<file path="src/rtl/riscv_pkg.sv">
// Shared encodings for the multicycle RISC-V control path:
// FSM states, opcodes, ALU codes and datapath mux selects.
package riscv_pkg;

  typedef logic [3:0] state_t;

  localparam state_t S_FETCH    = 4'd0;
  localparam state_t S_DECODE   = 4'd1;
  localparam state_t S_MEMADR   = 4'd2;
  localparam state_t S_MEMREAD  = 4'd3;
  localparam state_t S_MEMWB    = 4'd4;
  localparam state_t S_MEMWRITE = 4'd5;
  localparam state_t S_EXECUTER = 4'd6;
  localparam state_t S_EXECUTEI = 4'd7;
  localparam state_t S_ALUWB    = 4'd8;
  localparam state_t S_JAL      = 4'd9;
  localparam state_t S_BRANCH   = 4'd10;

  localparam logic [6:0] OP_LW     = 7'b0000011;
  localparam logic [6:0] OP_SW     = 7'b0100011;
  localparam logic [6:0] OP_R      = 7'b0110011;
  localparam logic [6:0] OP_I      = 7'b0010011;
  localparam logic [6:0] OP_JAL    = 7'b1101111;
  localparam logic [6:0] OP_BRANCH = 7'b1100011;

  localparam logic [2:0] ALU_ADD = 3'b000;
  localparam logic [2:0] ALU_SLL = 3'b001;
  localparam logic [2:0] ALU_SUB = 3'b010;
  localparam logic [2:0] ALU_SLT = 3'b011;
  localparam logic [2:0] ALU_XOR = 3'b100;
  localparam logic [2:0] ALU_SRL = 3'b101;
  localparam logic [2:0] ALU_OR  = 3'b110;
  localparam logic [2:0] ALU_AND = 3'b111;

  localparam logic [1:0] ALUOP_ADD   = 2'b00;
  localparam logic [1:0] ALUOP_SUB   = 2'b01;
  localparam logic [1:0] ALUOP_FUNCT = 2'b10;

  localparam logic [1:0] RES_ALUOUT = 2'b00;
  localparam logic [1:0] RES_DATA   = 2'b01;
  localparam logic [1:0] RES_ALURES = 2'b10;

  localparam logic [1:0] SRCA_PC    = 2'b00;
  localparam logic [1:0] SRCA_OLDPC = 2'b01;
  localparam logic [1:0] SRCA_RS1   = 2'b10;

  localparam logic [1:0] SRCB_RS2  = 2'b00;
  localparam logic [1:0] SRCB_IMM  = 2'b01;
  localparam logic [1:0] SRCB_FOUR = 2'b10;

  localparam logic [1:0] IMM_I = 2'b00;
  localparam logic [1:0] IMM_S = 2'b01;
  localparam logic [1:0] IMM_B = 2'b10;
  localparam logic [1:0] IMM_J = 2'b11;

  typedef struct packed {
    logic       pc_update;
    logic       branch;
    logic       adr_src;
    logic       mem_write;
    logic       ir_write;
    logic       reg_write;
    logic [1:0] result_src;
    logic [1:0] alu_src_a;
    logic [1:0] alu_src_b;
    logic [1:0] alu_op;
  } ctrl_t;

  // blt/bge use the raw sign of A-B; overflow is ignored.
  function automatic logic branch_taken(
    input logic [2:0] funct3,
    input logic       zero,
    input logic       sign
  );
    logic t;
    t = 1'b0;
    case (funct3)
      3'b000:  t = zero;
      3'b001:  t = ~zero;
      3'b100:  t = sign;
      3'b101:  t = ~sign;
      default: t = 1'b0;
    endcase
    return t;
  endfunction

endpackage

</file>
<file path="src/rtl/alu_decoder.sv">
// ALUOp/funct3/funct7b5/op[5] -> AluControl decoder.
// Ports: alu_op, funct3, funct7b5, op5 in; alu_control out.
import riscv_pkg::*;

module alu_decoder (
  input  logic [1:0] alu_op,
  input  logic [2:0] funct3,
  input  logic       funct7b5,
  input  logic       op5,
  output logic [2:0] alu_control
);

  always_comb begin
    alu_control = ALU_ADD;
    case (alu_op)
      ALUOP_ADD: alu_control = ALU_ADD;
      ALUOP_SUB: alu_control = ALU_SUB;
      ALUOP_FUNCT: begin
        case (funct3)
          // funct7b5 is an immediate bit for I-type, so
          // only R-type (op[5]=1) may select sub.
          3'b000:  alu_control = (op5 & funct7b5) ? ALU_SUB
                                                  : ALU_ADD;
          3'b001:  alu_control = ALU_SLL;
          3'b100:  alu_control = ALU_XOR;
          3'b101:  alu_control = ALU_SRL;
          3'b110:  alu_control = ALU_OR;
          3'b111:  alu_control = ALU_AND;
          default: alu_control = ALU_SLT;
        endcase
      end
      default: alu_control = ALU_ADD;
    endcase
  end

endmodule

</file>
<file path="src/rtl/multicycle_controller.sv">
// Moore-FSM multicycle control unit for the RISC-V datapath.
// Ports: clk, reset, op/funct3/funct7b5, Zero/Signflag in;
//        PC/mem/IR/reg enables, mux selects, ImmSrc, AluControl out.
import riscv_pkg::*;

module multicycle_controller (
  input  logic       clk,
  input  logic       reset,
  input  logic [6:0] op,
  input  logic [2:0] funct3,
  input  logic       funct7b5,
  input  logic       Zero,
  input  logic       Signflag,
  output logic       PCWrite,
  output logic       AdrSrc,
  output logic       MemWrite,
  output logic       IRWrite,
  output logic       RegWrite,
  output logic [1:0] ResultSrc,
  output logic [1:0] ALUSrcA,
  output logic [1:0] ALUSrcB,
  output logic [1:0] ImmSrc,
  output logic [2:0] AluControl
);

  state_t state_q;
  state_t state_d;
  state_t cur;
  ctrl_t  ctrl;
  logic   taken;

  always_ff @(posedge clk) begin
    state_q <= state_d;
  end

  always_comb begin
    state_d = S_FETCH;
    case (state_q)
      S_FETCH:  state_d = S_DECODE;
      S_DECODE: begin
        unique case (1'b1)
          (op == OP_LW),
          (op == OP_SW):     state_d = S_MEMADR;
          (op == OP_R):      state_d = S_EXECUTER;
          (op == OP_I):      state_d = S_EXECUTEI;
          (op == OP_JAL):    state_d = S_JAL;
          (op == OP_BRANCH): state_d = S_BRANCH;
          default:           state_d = S_FETCH;
        endcase
      end
      // Only lw/sw reach MEMADR; op[5] separates them.
      S_MEMADR: state_d = op[5] ? S_MEMWRITE : S_MEMREAD;
      S_MEMREAD:  state_d = S_MEMWB;
      S_MEMWB:    state_d = S_FETCH;
      S_MEMWRITE: state_d = S_FETCH;
      S_EXECUTER: state_d = S_ALUWB;
      S_EXECUTEI: state_d = S_ALUWB;
      S_ALUWB:    state_d = S_FETCH;
      S_JAL:      state_d = S_ALUWB;
      S_BRANCH:   state_d = S_FETCH;
      default:    state_d = S_FETCH;
    endcase
    if (reset) state_d = S_FETCH;
  end

  // Reset cycle shows FETCH decode; write enables masked below.
  assign cur = reset ? S_FETCH : state_q;

  always_comb begin
    ctrl = '0;
    case (cur)
      S_FETCH: begin
        ctrl.ir_write   = 1'b1;
        ctrl.pc_update  = 1'b1;
        ctrl.alu_src_b  = SRCB_FOUR;
        ctrl.result_src = RES_ALURES;
      end
      S_DECODE: begin
        ctrl.alu_src_a = SRCA_OLDPC;
        ctrl.alu_src_b = SRCB_IMM;
        ctrl.alu_op    = ALUOP_ADD;
      end
      S_MEMADR: begin
        ctrl.alu_src_a = SRCA_RS1;
        ctrl.alu_src_b = SRCB_IMM;
        ctrl.alu_op    = ALUOP_ADD;
      end
      S_MEMREAD: ctrl.adr_src = 1'b1;
      S_MEMWB: begin
        ctrl.result_src = RES_DATA;
        ctrl.reg_write  = 1'b1;
      end
      S_MEMWRITE: begin
        ctrl.adr_src   = 1'b1;
        ctrl.mem_write = 1'b1;
      end
      S_EXECUTER: begin
        ctrl.alu_src_a = SRCA_RS1;
        ctrl.alu_src_b = SRCB_RS2;
        ctrl.alu_op    = ALUOP_FUNCT;
      end
      S_EXECUTEI: begin
        ctrl.alu_src_a = SRCA_RS1;
        ctrl.alu_src_b = SRCB_IMM;
        ctrl.alu_op    = ALUOP_FUNCT;
      end
      S_ALUWB: ctrl.reg_write = 1'b1;
      S_JAL: begin
        ctrl.alu_src_a = SRCA_OLDPC;
        ctrl.alu_src_b = SRCB_FOUR;
        ctrl.pc_update = 1'b1;
      end
      S_BRANCH: begin
        ctrl.alu_src_a = SRCA_RS1;
        ctrl.alu_src_b = SRCB_RS2;
        ctrl.alu_op    = ALUOP_SUB;
        ctrl.branch    = 1'b1;
      end
      default: ctrl = '0;
    endcase
  end

  assign taken = branch_taken(funct3, Zero, Signflag);

  assign PCWrite = ~reset
                 & (ctrl.pc_update | (ctrl.branch & taken));
  assign IRWrite   = ~reset & ctrl.ir_write;
  assign RegWrite  = ~reset & ctrl.reg_write;
  assign MemWrite  = ~reset & ctrl.mem_write;
  assign AdrSrc    = ctrl.adr_src;
  assign ResultSrc = ctrl.result_src;
  assign ALUSrcA   = ctrl.alu_src_a;
  assign ALUSrcB   = ctrl.alu_src_b;

  always_comb begin
    ImmSrc = IMM_I;
    unique case (1'b1)
      (op == OP_SW):     ImmSrc = IMM_S;
      (op == OP_BRANCH): ImmSrc = IMM_B;
      (op == OP_JAL):    ImmSrc = IMM_J;
      default:           ImmSrc = IMM_I;
    endcase
  end

  alu_decoder u_alu_dec (
    .alu_op      (ctrl.alu_op),
    .funct3      (funct3),
    .funct7b5    (funct7b5),
    .op5         (op[5]),
    .alu_control (AluControl)
  );

endmodule
</file>
<file path="config.mk">
export PLATFORM = sky130hd
export DESIGN_NAME = multicycle_controller
export DESIGN_NICKNAME = d
export VERILOG_FILES = /design/src/rtl/riscv_pkg.sv /design/src/rtl/alu_decoder.sv /design/src/rtl/multicycle_controller.sv
export SDC_FILE = /design/constraint.sdc
export NUM_CORES = 1
export LEC_CHECK = 0
export CORE_MARGIN = 1.5
export CORE_UTILIZATION = 35
export CTS_CLUSTER_SIZE = 24
export DETAILED_ROUTE_END_ITERATION = 7
export GPL_TIMING_DRIVEN = 1
export PLACE_DENSITY_LB_ADDON = 0.05
export SYNTH_ARGS = -nofsm -noshare
export SYNTH_HDL_FRONTEND = slang
export SYNTH_SLANG_ARGS = --single-unit
</file>
<file path="constraint.sdc">
create_clock -name clk -period 2.95 [get_ports clk]
set_input_delay 0.4425 -clock clk [delete_from_list [all_inputs] [get_ports clk]]
set_output_delay 0.4425 -clock clk [all_outputs]
set_load 0.005 [all_outputs]
</file>
==> run metrics <==
CP max FO=3; Clk Latency, worst-skew pair=230 ps; WP data required=2510 ps; global-route wire length before repair=2566 um; full die area=1862 sq um; via count=666; Mapped Area=564.3 sq um; Max Clock Skew=0.4830 ps; max reg flops=4; CTS sink count=4; unrepaired setup endpoints after global routing=false; Async SR Flop Fraction=0; gr busiest metal=met2; worst-margin pin slew=361.5 ps; share of layout cells above drive strength 1=0.1019; Vias/cell=5.371; Pre-antenna DRT Iters=3; Final setup viols=0; worst slack, placed=-1.127 ps; # port buffers=30; yosys warns=0; CTS Buf Count=3; clock buffer depth=2; worst hold slack=651.4 ps; sequential share of the synthesized area=0.1419; Arrival @ worst endpoint=2390 ps; Reg clk slew, reported paths=40 ps; initial antenna violation count=0; ANT cells=0; antenna-violating nets left=0; final hold violation count=0; syn_area_per_cell=7.425 sq um; Avg WL per Cell=11.10 um; CTS root buf=clkbuf_4; Largest Register=state_q; Distinct cells, synth=35; crit path time final=2831 ps; hold buffer count at cts=0; starting DRC count in detailed routing=5; core area=1506 sq um; total gr overflow=0; Mapped Cells=76; Worst Slack Setup Final=119.1 ps; die height=43.15 um; grt met1 use=0.2219; Main synth FF type=dfxtp_1; fin. max-slew vios=0; critical path startpoint category=input pin; vias in the first global route=637; Initial Utilization=0.3746; P per Cell Area=216.2 nW/um^2; WS Path Type=in -> out; leakage power=0.3478 nW; DRC viols=0; pin count of the biggest net entering global routing=15; Post-synth EDFFs=0; HPWL after DPL=1118 um; Ports=31; fin crit share=0.9596; met2 usage=0.3045; TritonCTS clock tree=yes; WL final=1376 um; biggest regs=state_q x4; commonest non-fill, non-tap cell in the layout=clkdlybuf4s50_1; H-tree levels=1; Post-Syn Nets=93; GP Congestion=0.7153; class of the worst hold path=reg -> reg; Max IR drop VDD=0.1226 mV; Die W=43.15 um; status=completed; total track usage=0.1789; Setup Fix Bufs, Post-CTS=0; most frequent cells in the layout=clkdlybuf4s50_1, inv_1, nand2_1; Final #Nets=127; Site Rows=14; P&R area growth vs syn=60.31%; Pwr Total=0.0001956 W; synthesized flop and latch total=4; CP endpoint kind=output pin; maximum clock rate=0.3532 GHz; GR Util met3=0.02553; Slew headroom=0.7528; Max-Cap Viols=0
[cell usage after synthesis, drive strengths merged (2+ instances only)]
| library cell | n | area (sq um) |
|---|---|---|
| nor2 | 3 | 11.26 |
| nor3 | 4 | 20.02 |
| buf | 5 | 31.28 |
| xor2 | 3 | 26.28 |
| nand2 | 6 | 22.52 |
| or3 | 3 | 18.77 |
| nor3b | 2 | 15.01 |
| dfxtp | 4 | 80.08 |
| mux2i | 3 | 30.03 |
| nor2b | 4 | 25.02 |
| o21ai | 2 | 10.01 |
| a21oi | 4 | 20.02 |
| nand3 | 3 | 15.01 |
| xnor2 | 3 | 26.28 |
| inv | 7 | 26.28 |
| ha | 2 | 25.02 |
[power breakdown]
| group | internal, W | total, W | switching, W |
|---|---|---|---|
| Clock | 0.0000455 | 0.0000678 | 0.0000223 |
| Sequential | 0.0000558 | 0.0000567 | 0.000000970 |
| Combinational | 0.0000424 | 0.0000710 | 0.0000286 |
[through the flow]
step / setup TNS (ps) / cells / area [sq um] / utilization
global route: 0 / 124 / 904.6 / 0.6005
global placement: 0 / 121 / 883.3 / 0.5864
CTS: 0 / 124 / 904.6 / 0.6005
detailed placement: -1.127 / 121 / 883.3 / 0.5864
finish: 0 / 124 / 904.6 / 0.6005
floorplan: 0 / 76 / 564.3 / -
[cells by family (layout without fill, tap and decap cells)]
logic type / count (synthesis) / count (layout) / share of synthesized area
buf+inv: 12 / 44 / 0.1020
fa+ha+maj: 2 / 2 / 0.04434
flops: 4 / 4 / 0.1419
mux: 3 / 3 / 0.05322
xor+xnor: 6 / 6 / 0.09314
compound gates: 13 / 13 / 0.1774
simple gates: 36 / 36 / 0.3880
[per-layer routing]
| layer | part of all wire | vias up | wire length [um] |
|---|---|---|---|
| met5 | 0 | - | 0 |
| met4 | 0 | 0 | 0 |
| met3 | 0.025 | 0 | 35 |
| met2 | 0.53 | 13 | 726 |
| met1 | 0.45 | 315 | 614 |
| li1 | - | 338 | - |
[final timing paths]
check	slack (ps)	cells after the start	startpoint	endpoint
min reg2reg	650	2	state_q[2]	state_q[3]
min	650	2	state_q[2]	state_q[3]
max	120	5	reset	AluControl[1]
max reg2reg	1480	4	state_q[1]	state_q[3]
[layout make-up]
type,instances,area [sq um]
clock buffer,3,22.52
multi-input combinational,60,426.7
tap,16,20.02
inverter,7,26.28
timing repair buffer,34,329.1
fill,163,601.8
sequential,4,80.08
[critical path, cell delays in order]
cell,delay [ps]
clkdlybuf4s50_1,420
or4_4,570
ha_1,330
a21oi_1,130
clkdlybuf4s50_1,510
[repair_timing]
item,4_1_cts,5_1_grt
gates resized for setup,1,0
hold endpoints to repair,0,0
setup endpoints to repair,1,0
Power figures use the tool's default switching activity.
==> edit 1, RTL diff (same settings) <==
Register the input `op` before use, without a reset. The logic sees it one clock later. The other inputs are not delayed to match.
--- a/src/rtl/multicycle_controller.sv
+++ b/src/rtl/multicycle_controller.sv
@@ -23,6 +23,12 @@
   output logic [2:0] AluControl
 );
 
+  logic [6:0] op_q;
+
+  always_ff @(posedge clk) begin
+    op_q <= op;
+  end
+
   state_t state_q;
   state_t state_d;
   state_t cur;
@@ -39,17 +45,17 @@
       S_FETCH:  state_d = S_DECODE;
       S_DECODE: begin
         unique case (1'b1)
-          (op == OP_LW),
-          (op == OP_SW):     state_d = S_MEMADR;
-          (op == OP_R):      state_d = S_EXECUTER;
-          (op == OP_I):      state_d = S_EXECUTEI;
-          (op == OP_JAL):    state_d = S_JAL;
-          (op == OP_BRANCH): state_d = S_BRANCH;
+          (op_q == OP_LW),
+          (op_q == OP_SW):     state_d = S_MEMADR;
+          (op_q == OP_R):      state_d = S_EXECUTER;
+          (op_q == OP_I):      state_d = S_EXECUTEI;
+          (op_q == OP_JAL):    state_d = S_JAL;
+          (op_q == OP_BRANCH): state_d = S_BRANCH;
           default:           state_d = S_FETCH;
         endcase
       end
       // Only lw/sw reach MEMADR; op[5] separates them.
-      S_MEMADR: state_d = op[5] ? S_MEMWRITE : S_MEMREAD;
+      S_MEMADR: state_d = op_q[5] ? S_MEMWRITE : S_MEMREAD;
       S_MEMREAD:  state_d = S_MEMWB;
       S_MEMWB:    state_d = S_FETCH;
       S_MEMWRITE: state_d = S_FETCH;
@@ -135,9 +141,9 @@
   always_comb begin
     ImmSrc = IMM_I;
     unique case (1'b1)
-      (op == OP_SW):     ImmSrc = IMM_S;
-      (op == OP_BRANCH): ImmSrc = IMM_B;
-      (op == OP_JAL):    ImmSrc = IMM_J;
+      (op_q == OP_SW):     ImmSrc = IMM_S;
+      (op_q == OP_BRANCH): ImmSrc = IMM_B;
+      (op_q == OP_JAL):    ImmSrc = IMM_J;
       default:           ImmSrc = IMM_I;
     endcase
   end
@@ -146,7 +152,7 @@
     .alu_op      (ctrl.alu_op),
     .funct3      (funct3),
     .funct7b5    (funct7b5),
-    .op5         (op[5]),
+    .op5         (op_q[5]),
     .alu_control (AluControl)
   );
 
Behaviour: not the same (a bounded check fails within 4 cycles, from zero or initial values and one cycle with reset high).
==> edit 1 against the unedited design <==
- synthesized area rose by 23%
- sequential cell count rose by 7
- wire length rose by 13%
- design area rose by 18%
- synthesized cell count rose by 11%
- register-to-register slack got worse by 0.03 ns
- setup slack got worse by 0.030 ns
- total power rose by 67%
==> edit 1: results (changes against the unedited design) <==
Status
  – Run status: completed (unchanged)

Drt
  – Wire per inst: 10.8 µm (was 11.1 µm)
  – DR pass1 iterations: 4 (was 3)
  – Starting DRT DRC Count: 3 (was 5)

Yosys
  – Compound-Gate Fraction of Synth Area: 15.2% (was 17.7%)
  – Mux cell area share after synthesis: 4.33% (was 5.32%)
  – Top cells by area, synth: dfxtp_1 (32%), xor2_1 (5.1%), a21oi_1 (4.3%) (was dfxtp_1 (14%), mux2i_1 (5.3%), inv_1 (4.7%))
  – Cell variety after synth: 33 (was 35)
  – Post-Syn Nets: 101 (was 93)
  – Post-Synth XOR/XNOR Area: 7.58% (was 9.31%)
  – Synth cell count leaders: dfxtp_1 (11), inv_1 (8), a21oi_1 (6), nand2_1 (5), nor3_1 (5) (was inv_1 (7), nand2_1 (6))

GRT
  – Global Route Usage Sum: 15.8% (was 17.9%)
  – Global-route wire length before repair: 2530 µm (was 2570 µm)

Clock tree
  – Worst-Skew Late Latency: 0.26 ns (was 0.23 ns)

Critical path
  – WP data arrival: 2.42 ns (was 2.39 ns)
  – CP Max Fanout: 2 (was 3)

Final layout
  – Filler instances: 188 (was 163)
  – Ratio of cells with drive above 1 in the final layout: 10.2% (about the same)
  – # nets final: 136 (was 127)
  – Top Registers: op_q (7), state_q (4) (was state_q (4))

Placed design
  – Placed Area: 0.00104 mm² (was 883 µm²)
  – Final HPWL DP: 1240 µm (was 1120 µm)

Min path
  – Cell count of the worst hold path: 3 (was 2)

STA
  – Layout Skew: 0.000388 ns (was 0.000483 ns)

Power and ir drop
  – Leak: 0.000431 µW (was 0.000348 µW)
-- edit 1: path summary, 6_finish.rpt --
kind               from             to  slack [ns]
max               reset  AluControl[1]        0.09
min             op_q[0]     state_q[3]        0.61
max reg2reg  state_q[1]     state_q[3]        1.45
min reg2reg     op_q[0]     state_q[3]        0.61
-- edit 1: final cells by class --
cell class	instances	area, µm²	share of cell area (%)
tap	25	31.3	2.93
inverter	8	30.0	2.81
timing repair buffer	35	340	31.9
sequential	11	220	20.6
multi-input combinational	60	420	39.3
clock buffer	4	26.3	2.46
-- edit 1: report_power, final --
group	leakage, µW	switching [µW]	internal, µW
sequential	0.0000916	5.22	155
combinational	0.000325	26.2	41.6
clock	0.0000150	47.0	52.2
total	0.000431	78.5	249
-- edit 1: kinds of logic (layout without fill, tap and decap cells) --
family | count (synthesis) | count (layout)
XOR/XNOR | 6 | 6
flip-flops | 11 | 11
adder cells (fa/ha/maj) | 2 | 2
AO/OA/AOI/OAI | 14 | 14
AND/OR/NAND/NOR | 35 | 35
buffers and inverters | 13 | 47
multiplexers | 3 | 3
-- edit 1: metal layers --
layer  global-route usage, %  share of wire, %  up-vias
li1                        -                 -      369
met1                    20.3                46      321
met2                    25.7                49       17
met3                    1.51               4.4        2
met4                    8.89              0.77        0
met5                       0                 0        -
-- edit 1: what timing repair did --
item                       4_1_cts  5_1_grt
setup endpoints to repair        0        1
gates resized for setup          0        1
hold buffers                     0        0
-- edit 1: critical path: stages --
cell and delay, ns:
clkdlybuf4s50_1 0.43, or4_4 0.55, buf_4 0.15, inv_1 0.05, ha_1 0.14, inv_1 0.04, a21oi_1 0.12, clkdlybuf4s50_1 0.51
-- edit 1: per-stage QoR --
step | hold WS (ns) | worst slack (ns) | utilization, % | power [µW] | instances
final | 0.613 | 0.0892 | 59.3 | 327 | 143
after global placement | 0.592 | 0.0395 | 57.7 | 231 | 139
after CTS | 0.609 | 0.0328 | 59.2 | 333 | 143
after global routing | 0.607 | 0.00344 | 59.3 | 348 | 143
after floorplan | 0.470 | 0.816 | - | 193 | 84
after detailed placement | 0.599 | 0.0318 | 57.7 | 232 | 139
==> edit 2, RTL diff (config.mk and constraints unchanged) <==
Without the edit above. Put a register stage on the outputs `PCWrite`, `AdrSrc`, `MemWrite`, `IRWrite`, `RegWrite`, `ResultSrc`, `ALUSrcA` and `ALUSrcB`. The values now appear one clock later. The other outputs are not delayed to match.
--- a/src/rtl/multicycle_controller.sv
+++ b/src/rtl/multicycle_controller.sv
@@ -122,15 +122,16 @@
 
   assign taken = branch_taken(funct3, Zero, Signflag);
 
-  assign PCWrite = ~reset
-                 & (ctrl.pc_update | (ctrl.branch & taken));
-  assign IRWrite   = ~reset & ctrl.ir_write;
-  assign RegWrite  = ~reset & ctrl.reg_write;
-  assign MemWrite  = ~reset & ctrl.mem_write;
-  assign AdrSrc    = ctrl.adr_src;
-  assign ResultSrc = ctrl.result_src;
-  assign ALUSrcA   = ctrl.alu_src_a;
-  assign ALUSrcB   = ctrl.alu_src_b;
+  always_ff @(posedge clk) begin
+    PCWrite   <= ~reset & (ctrl.pc_update | (ctrl.branch & taken));
+    AdrSrc    <= ctrl.adr_src;
+    MemWrite  <= ~reset & ctrl.mem_write;
+    IRWrite   <= ~reset & ctrl.ir_write;
+    RegWrite  <= ~reset & ctrl.reg_write;
+    ResultSrc <= ctrl.result_src;
+    ALUSrcA   <= ctrl.alu_src_a;
+    ALUSrcB   <= ctrl.alu_src_b;
+  end
 
   always_comb begin
     ImmSrc = IMM_I;
Formal check against the unedited RTL: not equivalent (Yosys sat finds a counterexample within 4 cycles, from zero or initial values and one cycle with reset high).
==> edit 2 against the unedited design <==
- first-iteration DRC count rose by 20%
- setup slack improved by 0.11 ns
- worst hold slack lost 0.043 ns
- count of clock-buffer cells in the layout is 1 higher
- total power up 100%
- synthesized area rose by 39%
- wire length increased by 12%
- design area is 29% higher
- sequential cell count grew 11
==> edit 2: results (changes against the unedited design) <==
Drt
  – Met3 WL: 90 µm (was 35 µm)
  – DR pass1 iterations: 4 (was 3)
  – Routed WL: 1540 µm (was 1380 µm)
  – M1 WL: 717 µm (was 614 µm)
  – Routed vias: 721 (was 666)
  – Max layer used: met4 (was met3)
  – Metal2 WL: 712 µm (was 726 µm)
  – Starting DRT DRC Count: 6 (was 5)
  – Via density per instance: 4.84 (was 5.37)

Yosys
  – Synth cell count leaders: dfxtp_1 (15), inv_1 (7), nand2_1 (6) (was inv_1 (7), nand2_1 (6))
  – Seq/Total Area, Yosys: 38.3% (was 14.2%)
  – Post-Syn Nets: 104 (was 93)
  – Synth warn: 0 (unchanged)
  – Top cells by area, synth: dfxtp_1 (38%), mux2i_1 (3.8%), inv_1 (3.3%) (was dfxtp_1 (14%), mux2i_1 (5.3%), inv_1 (4.7%))
  – Gate Count Post-Synth: 87 (was 76)
  – Cell variety after synth: 35 (unchanged)

Power and ir drop
  – Leak: 0.000481 µW (was 0.000348 µW)
  – VDD IR max: 0.144 mV (was 0.123 mV)

GRT
  – Global Route Usage Sum: 13.8% (was 17.9%)
  – Initial antenna violation count: 0 (unchanged)
  – Global-route wire length before repair: 2600 µm (was 2570 µm)
  – Vias in the first global route: 621 (was 637)

Critical path
  – R2R Path Start: state_q[1] (unchanged)
  – CP Max Fanout: 3 (unchanged)
  – CP endpoint: AluControl[2] (was AluControl[1])
  – Capture point of the worst reg-to-reg path: state_q[3] (unchanged)
  – CP peak stage delay: 0.56 ns
  – Setup crit start: reset (unchanged)
  – WP data arrival: 2.28 ns (was 2.39 ns)
  – CP top delay family: buffers and inverters (unchanged)
  – Worst reg2reg path depth: 4 (unchanged)

Placed design
  – Final HPWL DP: 1180 µm (was 1120 µm)
  – GP Congestion: 0.728 (was 0.715)
  – Pre-CTS setup slack: 0.0161 ns (was -0.00113 ns)
  – I/O Buffers: 30 (unchanged)

Clock tree
  – Reg clk slew, reported paths: 0.08 ns (was 0.04 ns)
  – Clock buffer depth: 2 (unchanged)
  – Worst-Skew Late Latency: 0.28 ns (was 0.23 ns)
  – Total CTS buffers: 3 (unchanged)
  – H-tree Lvls: 1 (unchanged)

Status
  – Run status: completed (unchanged)

STA
  – Worst Tran Pin Value: 0.327 ns (was 0.362 ns)
  – Max Freq: 367 MHz (was 353 MHz)
  – Layout Skew: 0.00667 ns (was 0.000483 ns)

Final layout
  – Most flops, register: state_q (unchanged)
  – Ratio of cells with drive above 1 in the final layout: 10.7% (was 10.2%)
  – # nets final: 140 (was 127)

Min path
  – Hold WC Path Type: flip-flop to flip-flop (unchanged)
## edit 2: cell count changes in the layout (fill, tap and decap cells not counted)
cell             before  now
clkdlybuf4s50_1      29   28
buf_4                 4    6
dfxtp_1               4   15
dlygate4sd2_1         1    0
dlymetal6s2s_1        0    2
clkbuf_1              0    1
## edit 2: kinds of logic (layout without fill, tap and decap cells)
family                     count (synthesis)  count (layout)  synth area share, %
and+or+nand+nor                           36              36                 27.9
DFF                                       15              15                 38.3
AOI/OAI and AO/OA                         13              13                 12.8
buffers and inverters                     12              47                 7.34
xor gates and xnor gates                   6               6                 6.70
muxes                                      3               3                 3.83
adders and majority gates                  2               2                 3.19
## edit 2: worst min path at each step
stage / end / cells past startpoint / slack (ns) / startpoint
finish: ALUSrcB[0] / 2 / 0.61 / state_q[3]
CTS: ALUSrcB[0] / 2 / 0.62 / state_q[3]
global route: ResultSrc[0] / 2 / 0.65 / state_q[1]
floorplan: MemWrite / 2 / 0.51 / state_q[0]
detailed placement: ALUSrcB[0] / 2 / 0.61 / state_q[3]
global placement: ALUSrcB[0] / 2 / 0.60 / state_q[3]
## edit 2: what timing repair did
| item | 4_1_cts | 5_1_grt |
|---|---|---|
| resized for setup | 0 | 2 |
| endpoints found under the setup margin | 0 | 2 |
| setup buffers | 0 | 0 |
## edit 2: report_power, final
part	total [µW]	internal, µW	switching [µW]
registers	211	210	1.80
logic	71.5	42.7	28.8
clock network	115	52.5	62.1
total	397	305	92.7
## edit 2: routing by layer
layer  vias to the layer above  track usage [%]
met2                        25             22.8
met4                         0             9.46
met5                         -                0
met1                       315             15.5
met3                         2             3.57
li1                        379                -
## edit 2: final cells by class
class,count,area [µm²]
inverter,7,26.3
sequential,15,300
multi-input combinational,60,427
timing repair buffer,36,350
clock buffer,4,26.3
fill,197,878
tap,27,33.8
## edit 2: worst min-delay path, cell delays in order (launching register included)
cell and delay (ns):
dfxtp_1 0.34, buf_4 0.17, nor3_1 0.06
## edit 2: per-stage QoR
step	power (µW)	area, µm²	utilization [%]	hold WS [ns]
after floorplan	248	785	-	0.512
after global placement	288	1130	55.5	0.599
after detailed placement	288	1130	55.5	0.607
after CTS	404	1160	56.7	0.620
after global routing	424	1160	57.0	0.651
final	397	1160	57.0	0.609
